==> src/rtl/pipe_pkg.sv <==
// Shared definitions for the 8-bit pipeline: IF/ID field layout, FSM encoding and program ROM image.
// The fetch unit's optional branch redirect is enabled with IFU_BRANCH_EN.
package pipe_pkg;

   localparam int INSTR_W  = 8;
   localparam int FUNC_W   = 2;
   localparam int RDST_W   = 3;
   localparam int RSRC_W   = 3;
   localparam int RSRC_LSB = 0;
   localparam int RDST_LSB = RSRC_LSB + RSRC_W;
   localparam int FUNC_LSB = RDST_LSB + RDST_W;

   localparam logic [INSTR_W-1:0] HALT_INSTR = 8'hFF;

   typedef enum logic [1:0] {
      IDLE = 2'd0,
      RUN  = 2'd1,
      HALT = 2'd2
   } ifu_state_t;

   // Element 0 is the rightmost entry; anything past PROG_DEPTH reads as zero.
   localparam int PROG_DEPTH = 16;
   localparam logic [PROG_DEPTH-1:0][INSTR_W-1:0] PROG_ROM =
      {{12{8'h00}}, 8'hFF, 8'hD3, 8'h91, 8'h4A};

endpackage

==> src/rtl/instr_fetch_unit_if.sv <==
// Control and IF/ID bus between the pipeline controller (master) and the fetch unit (slave).
interface instr_fetch_unit_if
   import pipe_pkg::*;
#(
   parameter int ADDR_W = 4
) ();

   logic               start;
   logic               stall;
   logic               branch_en;
   logic [ADDR_W-1:0]  branch_target;
   logic [INSTR_W-1:0] instr;
   logic [ADDR_W-1:0]  pc_out;
   logic               fetch_valid;
   logic               halted;

   modport master (
      output start, stall, branch_en, branch_target,
      input  instr, pc_out, fetch_valid, halted
   );

   modport slave (
      input  start, stall, branch_en, branch_target,
      output instr, pc_out, fetch_valid, halted
   );

endinterface

==> src/rtl/instr_rom.sv <==
// Combinational instruction ROM backed by the PROG_ROM image.
// NO_HALT_ROM replaces HALT words with zero, giving a program that runs forever.
module instr_rom
   import pipe_pkg::*;
#(
   parameter int ADDR_W      = 4,
   parameter bit NO_HALT_ROM = 1'b0
) (
   input  logic [ADDR_W-1:0]  addr,
   output logic [INSTR_W-1:0] data
);

   logic [31:0] idx;

   always_comb begin
      idx  = 32'(addr);
      data = '0;
      if (idx < 32'(PROG_DEPTH)) begin
         data = PROG_ROM[idx[3:0]];
      end
      if (NO_HALT_ROM && (data == HALT_INSTR)) begin
         data = '0;
      end
   end

endmodule

==> src/rtl/instr_fetch_unit.sv <==
// Fetch stage: PC, IDLE/RUN/HALT control and registered IF/ID outputs.
// Define IFU_BRANCH_EN to honour branch_en/branch_target (redirect plus one bubble).
module instr_fetch_unit
   import pipe_pkg::*;
#(
   parameter int ADDR_W      = 4,
   parameter bit NO_HALT_ROM = 1'b0
) (
   input logic               clk,
   input logic               reset,
   instr_fetch_unit_if.slave bus
);

   ifu_state_t         state, state_n;
   logic [ADDR_W-1:0]  pc, pc_n;
   logic [INSTR_W-1:0] instr_q, instr_n;
   logic [ADDR_W-1:0]  pc_out_q, pc_out_n;
   logic               valid_q, valid_n;
   logic               halted_q, halted_n;
   logic [INSTR_W-1:0] rom_data;

   instr_rom #(
      .ADDR_W      (ADDR_W),
      .NO_HALT_ROM (NO_HALT_ROM)
   ) u_rom (
      .addr (pc),
      .data (rom_data)
   );

`ifndef IFU_BRANCH_EN
   logic unused_branch;
   assign unused_branch = ^{bus.branch_en, bus.branch_target};
`endif

   always_ff @(posedge clk or posedge reset) begin
      if (reset) begin
         state    <= IDLE;
         pc       <= '0;
         instr_q  <= '0;
         pc_out_q <= '0;
         valid_q  <= 1'b0;
         halted_q <= 1'b0;
      end else begin
         state    <= state_n;
         pc       <= pc_n;
         instr_q  <= instr_n;
         pc_out_q <= pc_out_n;
         valid_q  <= valid_n;
         halted_q <= halted_n;
      end
   end

   // Branch outranks stall; the HALT word is issued like any other, and HALT clears the outputs.
   always_comb begin
      state_n  = state;
      pc_n     = pc;
      instr_n  = instr_q;
      pc_out_n = pc_out_q;
      valid_n  = valid_q;
      halted_n = halted_q;
      case (state)
         IDLE: begin
            if (bus.start) begin
               state_n = RUN;
               pc_n    = '0;
            end
         end
         RUN: begin
`ifdef IFU_BRANCH_EN
            if (bus.branch_en) begin
               pc_n    = bus.branch_target;
               instr_n = '0;
               valid_n = 1'b0;
            end else
`endif
            if (!bus.stall) begin
               instr_n  = rom_data;
               pc_out_n = pc;
               valid_n  = 1'b1;
               pc_n     = pc + ADDR_W'(1);
               if (rom_data == HALT_INSTR) begin
                  state_n = HALT;
               end
            end
         end
         HALT: begin
            instr_n = '0;
            valid_n = 1'b0;
            if (bus.start) begin
               state_n  = RUN;
               pc_n     = '0;
               halted_n = 1'b0;
            end else begin
               halted_n = 1'b1;
            end
         end
         default: state_n = IDLE;
      endcase
   end

   assign bus.instr       = instr_q;
   assign bus.pc_out      = pc_out_q;
   assign bus.fetch_valid = valid_q;
   assign bus.halted      = halted_q;

endmodule

==> src/flat_wrapper.sv <==
// flat-port wrapper written by rule: the top's interface ports become plain ports
module instr_fetch_unit_flat import pipe_pkg::*;
#(
   parameter int ADDR_W      = 4,
   parameter bit NO_HALT_ROM = 1'b0
)
  (clk, reset, bus_start, bus_stall, bus_branch_en, bus_branch_target, bus_instr, bus_pc_out, bus_fetch_valid, bus_halted);
  instr_fetch_unit_if #(.ADDR_W(ADDR_W)) bus_i ();
  input logic clk;
  input logic reset;
  input wire logic [$bits(bus_i.start)-1:0] bus_start;
  input wire logic [$bits(bus_i.stall)-1:0] bus_stall;
  input wire logic [$bits(bus_i.branch_en)-1:0] bus_branch_en;
  input wire logic [$bits(bus_i.branch_target)-1:0] bus_branch_target;
  output wire logic [$bits(bus_i.instr)-1:0] bus_instr;
  output wire logic [$bits(bus_i.pc_out)-1:0] bus_pc_out;
  output wire logic [$bits(bus_i.fetch_valid)-1:0] bus_fetch_valid;
  output wire logic [$bits(bus_i.halted)-1:0] bus_halted;
  assign bus_i.start = bus_start;
  assign bus_i.stall = bus_stall;
  assign bus_i.branch_en = bus_branch_en;
  assign bus_i.branch_target = bus_branch_target;
  assign bus_instr = bus_i.instr;
  assign bus_pc_out = bus_i.pc_out;
  assign bus_fetch_valid = bus_i.fetch_valid;
  assign bus_halted = bus_i.halted;
  instr_fetch_unit #(.ADDR_W(ADDR_W), .NO_HALT_ROM(NO_HALT_ROM)) u_core (.clk(clk), .reset(reset), .bus(bus_i));
endmodule
==> config.mk <==
export PLATFORM = sky130hd
export DESIGN_NAME = instr_fetch_unit_flat
export DESIGN_NICKNAME = d
export VERILOG_FILES = /design/src/rtl/pipe_pkg.sv /design/src/rtl/instr_fetch_unit_if.sv /design/src/rtl/instr_rom.sv /design/src/rtl/instr_fetch_unit.sv /design/src/flat_wrapper.sv
export SDC_FILE = /design/constraint.sdc
export NUM_CORES = 1
export LEC_CHECK = 0
export ABC_CLOCK_PERIOD_IN_PS = 3900
export CAP_MARGIN = 20
export CORE_ASPECT_RATIO = 0.6
export CORE_MARGIN = 1
export CORE_UTILIZATION = 28
export CTS_CLUSTER_SIZE = 12
export DETAILED_ROUTE_END_ITERATION = 8
export GPL_TIMING_DRIVEN = 0
export PLACE_DENSITY = 0.48
export SYNTH_ARGS = -nofsm -noshare
export SYNTH_HDL_FRONTEND = slang
export SYNTH_HIERARCHICAL = 1
export SYNTH_SLANG_ARGS = --single-unit
==> constraint.sdc <==
create_clock -name clk -period 3.9 [get_ports clk]
set_clock_uncertainty 0.05 [all_clocks]
set_input_delay 1.17 -clock clk [delete_from_list [all_inputs] [get_ports clk]]
set_output_delay 1.17 -clock clk [all_outputs]
set_load 0.02 [all_outputs]
Yosys cells after proc, flatten, opt, wreduce, memory -nomap -nowiden. Memories as Yosys holds them, arrays and structs flattened. Index checks and enable logic that the tools add are counted.

Add/sub/neg operators: 1. Multiply operators: 0. Div/mod/pow operators: 0. Order comparisons: 1. Equality and inequality tests: 6. Shift operators: 0. Muxes and demuxes: 13. Bitwise operators: 1. Reductions and logical operators: 8.

Operator list (count): $mux 8 (2); $pmux 8 s2 (1); $eq 8x8->1 const B (1); $mux 4 (2); $pmux 4 s2 (1); $mux 2 (3); $reduce_and 3->1 (2); $lt 4x5->1 const B (1); $add 4x1->4 const B (1); $ne 2x1->1 const B (2); $pmux 2 s2 (1); $reduce_and 2->1 (2); $reduce_bool 2->1 (2); $eq 2x1->1 const B (1); $eq 2x2->1 const B (1); $logic_not 2->1 (1); $mux 1 (2); $ne 2x2->1 const B (1); $pmux 1 s2 (1); $reduce_or 2->1 (1); $not 1->1 (1).

Register bits: 20. Bits in latches: 0. RAM bits: 0. ROM bits: 128. Input bits: 9. Output and inout port bits: 14. Logic and storage cells: 37. Memories kept: 1.

Memories: (name not given) (depth 16, bits a word 8, read ports 1, clocked after Yosys merged registers in 0, wr ports 0, RTL line instr_rom.sv:19) `data = PROG_ROM[idx[3:0]];`.

Depth between registers and ports, before layout.
Depth after elaboration: 6. Gate-level depth with buffers: 7. Depth with buffers taken out: 6.

Modules after synthesis. The synthesis kept the hierarchy.

Modules (own cells, without submodules): instr_fetch_unit (times used 1, cells each 89, area an instance 944.7 um2, seq. area each 500.5 um2); instr_rom (times used 1, cells each 13, area an instance 102.6 um2, seq. area each 0.0 um2).

Worst setup path after synthesis. No wires, ideal clock.

Kind: input to register. From: input port bus_stall. To: register u_core.pc_out_q[0], in the netlist u_core/bus.pc_out[0]. Setup time: 0.125 ns. Arrival time: 1.973 ns. Data required time: 3.725 ns. Path slack: 1.752 ns. Stages: 3. Buffers on the path: 1. Path through: buf_4 -> nor3b_4 -> mux2_2.

Cells in the longest elaborated chain, start to end: 2.

Ends and longest elaborated chain: start, declared (RTL line flat_wrapper.sv:12) `input wire logic [$bits(bus_i.stall)-1:0] bus_stall;`; $not 1->1 (no source line); $reduce_and 2->1 (no source line); end signal, assigned (RTL line instr_fetch_unit.sv:47) `pc_out_q <= pc_out_n;`; end, declared (RTL line instr_fetch_unit.sv:17) `logic [ADDR_W-1:0] pc_out_q, pc_out_n;`.

Every way passes these cells. A chain may end at the register's enable or synchronous reset.

Worst setup path in the final report.
From: input port bus_stall. To: register u_core.instr_q[6], in the netlist u_core/bus.instr[6].

Cells in the longest elaborated chain, start to end: 2.

Ends and longest elaborated chain: $ne 2x2->1 (no source line); $reduce_and 2->1 (no source line); end signal, assigned (RTL line instr_fetch_unit.sv:46) `instr_q <= instr_n;`; end, declared (RTL line instr_fetch_unit.sv:16) `logic [INSTR_W-1:0] instr_q, instr_n;`.

Every way passes these cells.

==> impl_metrics.csv <==
group,metric,value,unit
run_status,status,"finished, final reports clean",
setup_path,crit_slowest_cell,"nor2_1",
logic_synthesis,synth_flop_cell,"dfrtp_1",
logic_synthesis,synth.most_common_cell,"dfrtp_1",
clock_network,cts_max_level,1,
setup_path,worstPathRequired,4.04,ns
clock_network,post_cts_buffers,0,
logic_synthesis,seq_area_frac_synth,0.478,
setup_path,crit_family,"buffers and inverters",
setup_path,crit_path_end_kind,"flip-flop",
sta,timing.final.hold_violations,0,
sta,tightestPinTransition,0.769,ns
routing,post_drt_wl_per_cell,12.9,um
clock_network,clkLatencyLatePin,0.26,ns
grt,grt-ovfl-total,0,
logic_synthesis,avgSynthCellArea,10.3,um2
min_path,hold_path.class,"reg2reg",
sta,setup_tns,0,ns
floorplanning,core_area,0.00340,mm2
logic_synthesis,ys_types,20,
logic_synthesis,synth_cells,102,
clock_network,path_clk_slew,0.07,ns
grt,antenna_found_initial,0,
placed_design,port_buffers,17,
floorplanning,fp.dieH,49.4,um
setup_path,path_buf_inv,2,
setup_path,arrival,2.62,ns
clock_network,cts-buffers-inserted,3,
floorplanning,die_area,0.00400,mm2
logic_synthesis,synth_fp_nets,115,
clock_network,clock-sinks,20,
placed_design,gp_congestion,0.767,
logic_synthesis,synth_top_area_cell,"dfrtp_1",
routing,drtIter0Drc,24,
logic_synthesis,synth_top_cell_area_share,0.478,
floorplanning,rows,16,
grt,grt_pass1_wl,3790,um
grt,use_met2,0.167,
floorplanning,die_x,81.0,um
pwr,irDropWorstVdd,0.206,mV
setup_path,critPathMaxStageDelay,0.49,ns
final_layout,drive_gt1_frac,0.148,
routing,ant_nets,0,
setup_path,critPathKind,"in2reg",
placed_design,dp.cells,164,
final_layout,n_fill_cell,344,
grt,busiest_layer,"met1",
floorplanning,start_util,0.308,
setup_path,reg2reg_from,"u_core/pc[0]",
logic_synthesis,yosys_warnings,6,
clock_network,cts-root-buf,"clkbuf_8",
grt,grt_max_degree,21,
final_layout,instances_no_fill,167,
logic_synthesis,synthArstFlopShare,1.00,
final_layout,diodes,0,
routing,wl,2160,um
setup_path,path_cells,"clkdlybuf4s50_1 -> buf_4 -> nor2b_1 -> nor2_1 -> a22o_1",
pwr,p_leak,0.579,nW
placed_design,hpwl,1600,um
flow_run,drv_cap,0,
clock_network,clock_path_buffers,2,
sta,post-route-period-util,0.636,
final_layout,synthToLayoutAreaGrowth,25.6,%
grt,grt_pass1_vias,758,
setup_path,worst_setup_path_startpoint,"bus_stall",
logic_synthesis,netlist_area,0.00105,mm2
sta,rsz0062_at_grt,"no",
sta,slew_viol_final,0,
setup_path,critPathMaxFanout,10,
logic_synthesis,synth_edf_count,0,
min_path,hold_start,"u_core/bus.halted",
routing,dr.pass1.iters,4,
clock_network,cts_resized,0,
floorplanning,ios,23,
logic_synthesis,synth_commonest_cells,"20 x dfrtp_1, 13 x nand2_1, 11 x nand2b_1, 11 x o21ai_0, 9 x a22o_1",
setup_path,r2r_setup_slack,1.75,ns
sta,relSlewSlack,0.486,
sta,fmax,403,MHz
grt,use_met3,0.0411,
final_layout,fin_nets,137,
clock_network,cts_tree,"built",
grt,grtUsageMet1,0.197,
pwr,p_per_area,659,mW/mm2
grt,grt_usage,0.129,
routing,via_per_inst,4.63,
sta,period_needed,2.48,ns
sta,setup_viol,0,
logic_synthesis,ys_ff_latch,20,
routing,drc,0,
setup_path,start_kind,"input port",
final_layout,final_core_util,0.386,
clock_network,postCtsHoldBufs,0,
logic_synthesis,synth.area.top_cells,"dfrtp_1 48%, a22o_1 7.5%, nand2b_1 6.6%, mux2_2 5.4%, o21ai_0 5.3%",
routing,routed-via-count,774,
## worst min-delay path, delay by kind of cell (launching register included)
| kind | cells | cell delay (ns) |
|---|---|---|
| flip-flops | 1 | 0.35 |
| AO/OA/AOI/OAI | 1 | 0.06 |
| AND/OR/NAND/NOR | 1 | 0.05 |
## worst paths after layout
path                            cells past startpoint              endpoint
min in group asynchronous                           2  u_core/bus.pc_out[3]
worst min-delay path                                2     u_core/bus.halted
max in group asynchronous                           2       u_core/state[0]
worst max register to register                      7       u_core/state[1]
worst min register to register                      2     u_core/bus.halted
worst max-delay path                                5   u_core/bus.instr[6]
## layer usage
metal,up-vias,routed length (um)
li1,392,-
met1,361,1210
met2,17,815
met3,4,103
met4,0,24
met5,-,0
## cell usage in the layout (no fill, tap or decap), drive strengths merged
cell,count
buf,8
mux2i,2
or4,1
nor3b,2
nand4,2
ha,4
a22o,9
nand2b,11
nor3,4
inv,3
mux2,5
clkdlybuf4s50,17
o21ai,14
nor2,2
nand3,1
nand2,13
dfrtp,20
nor2b,1
clkbuf,3
## cells by family (layout without fill, tap and decap cells)
kind of cell / Yosys count / after routing / synth area share
AOI/OAI and AO/OA: 23 / 23 / 0.142
adders and majority gates: 4 / 4 / 0.0478
buffers and inverters: 11 / 31 / 0.0609
DFF: 20 / 20 / 0.478
muxes: 7 / 7 / 0.0729
and+or+nand+nor: 37 / 37 / 0.198
## sequential cells by signal, summed over array words and instances, names as in the netlist
register / cells
u_core/bus.halted: 1
u_core/pc: 4
u_core/state: 2
u_core/bus.instr: 8
u_core/bus.pc_out: 4
u_core/bus.fetch_valid: 1
## through the flow
step / hold slack (ns) / total power [mW] / cell area, um2 / setup WS, ns
final: 0.443 / 0.867 / 1320 / 1.42
after global routing: 0.467 / 0.941 / 1320 / 1.32
after CTS: 0.447 / 0.878 / 1320 / 1.42
after detailed placement: 0.426 / 0.737 / 1270 / 1.19
after global placement: 0.422 / 0.732 / 1270 / 1.18
after floorplan: 0.489 / 0.587 / 1050 / 1.75
## where the power goes
| group | internal, mW | switching (mW) |
|---|---|---|
| registers | 0.276 | 0.0680 |
| logic | 0.206 | 0.181 |
| clock network | 0.0688 | 0.0668 |
## cell type report
cell class              count  area (um2)  area share
repair buffers             17         170       0.129
clock buffers               3        41.3      0.0314
well taps                  45        56.3      0.0428
multi-input cells          71         483       0.367
inverters                   3        11.3     0.00856
flip-flops and latches     20         500       0.381
plain buffers               8        52.6      0.0400
Power figures use the tool's default switching activity.
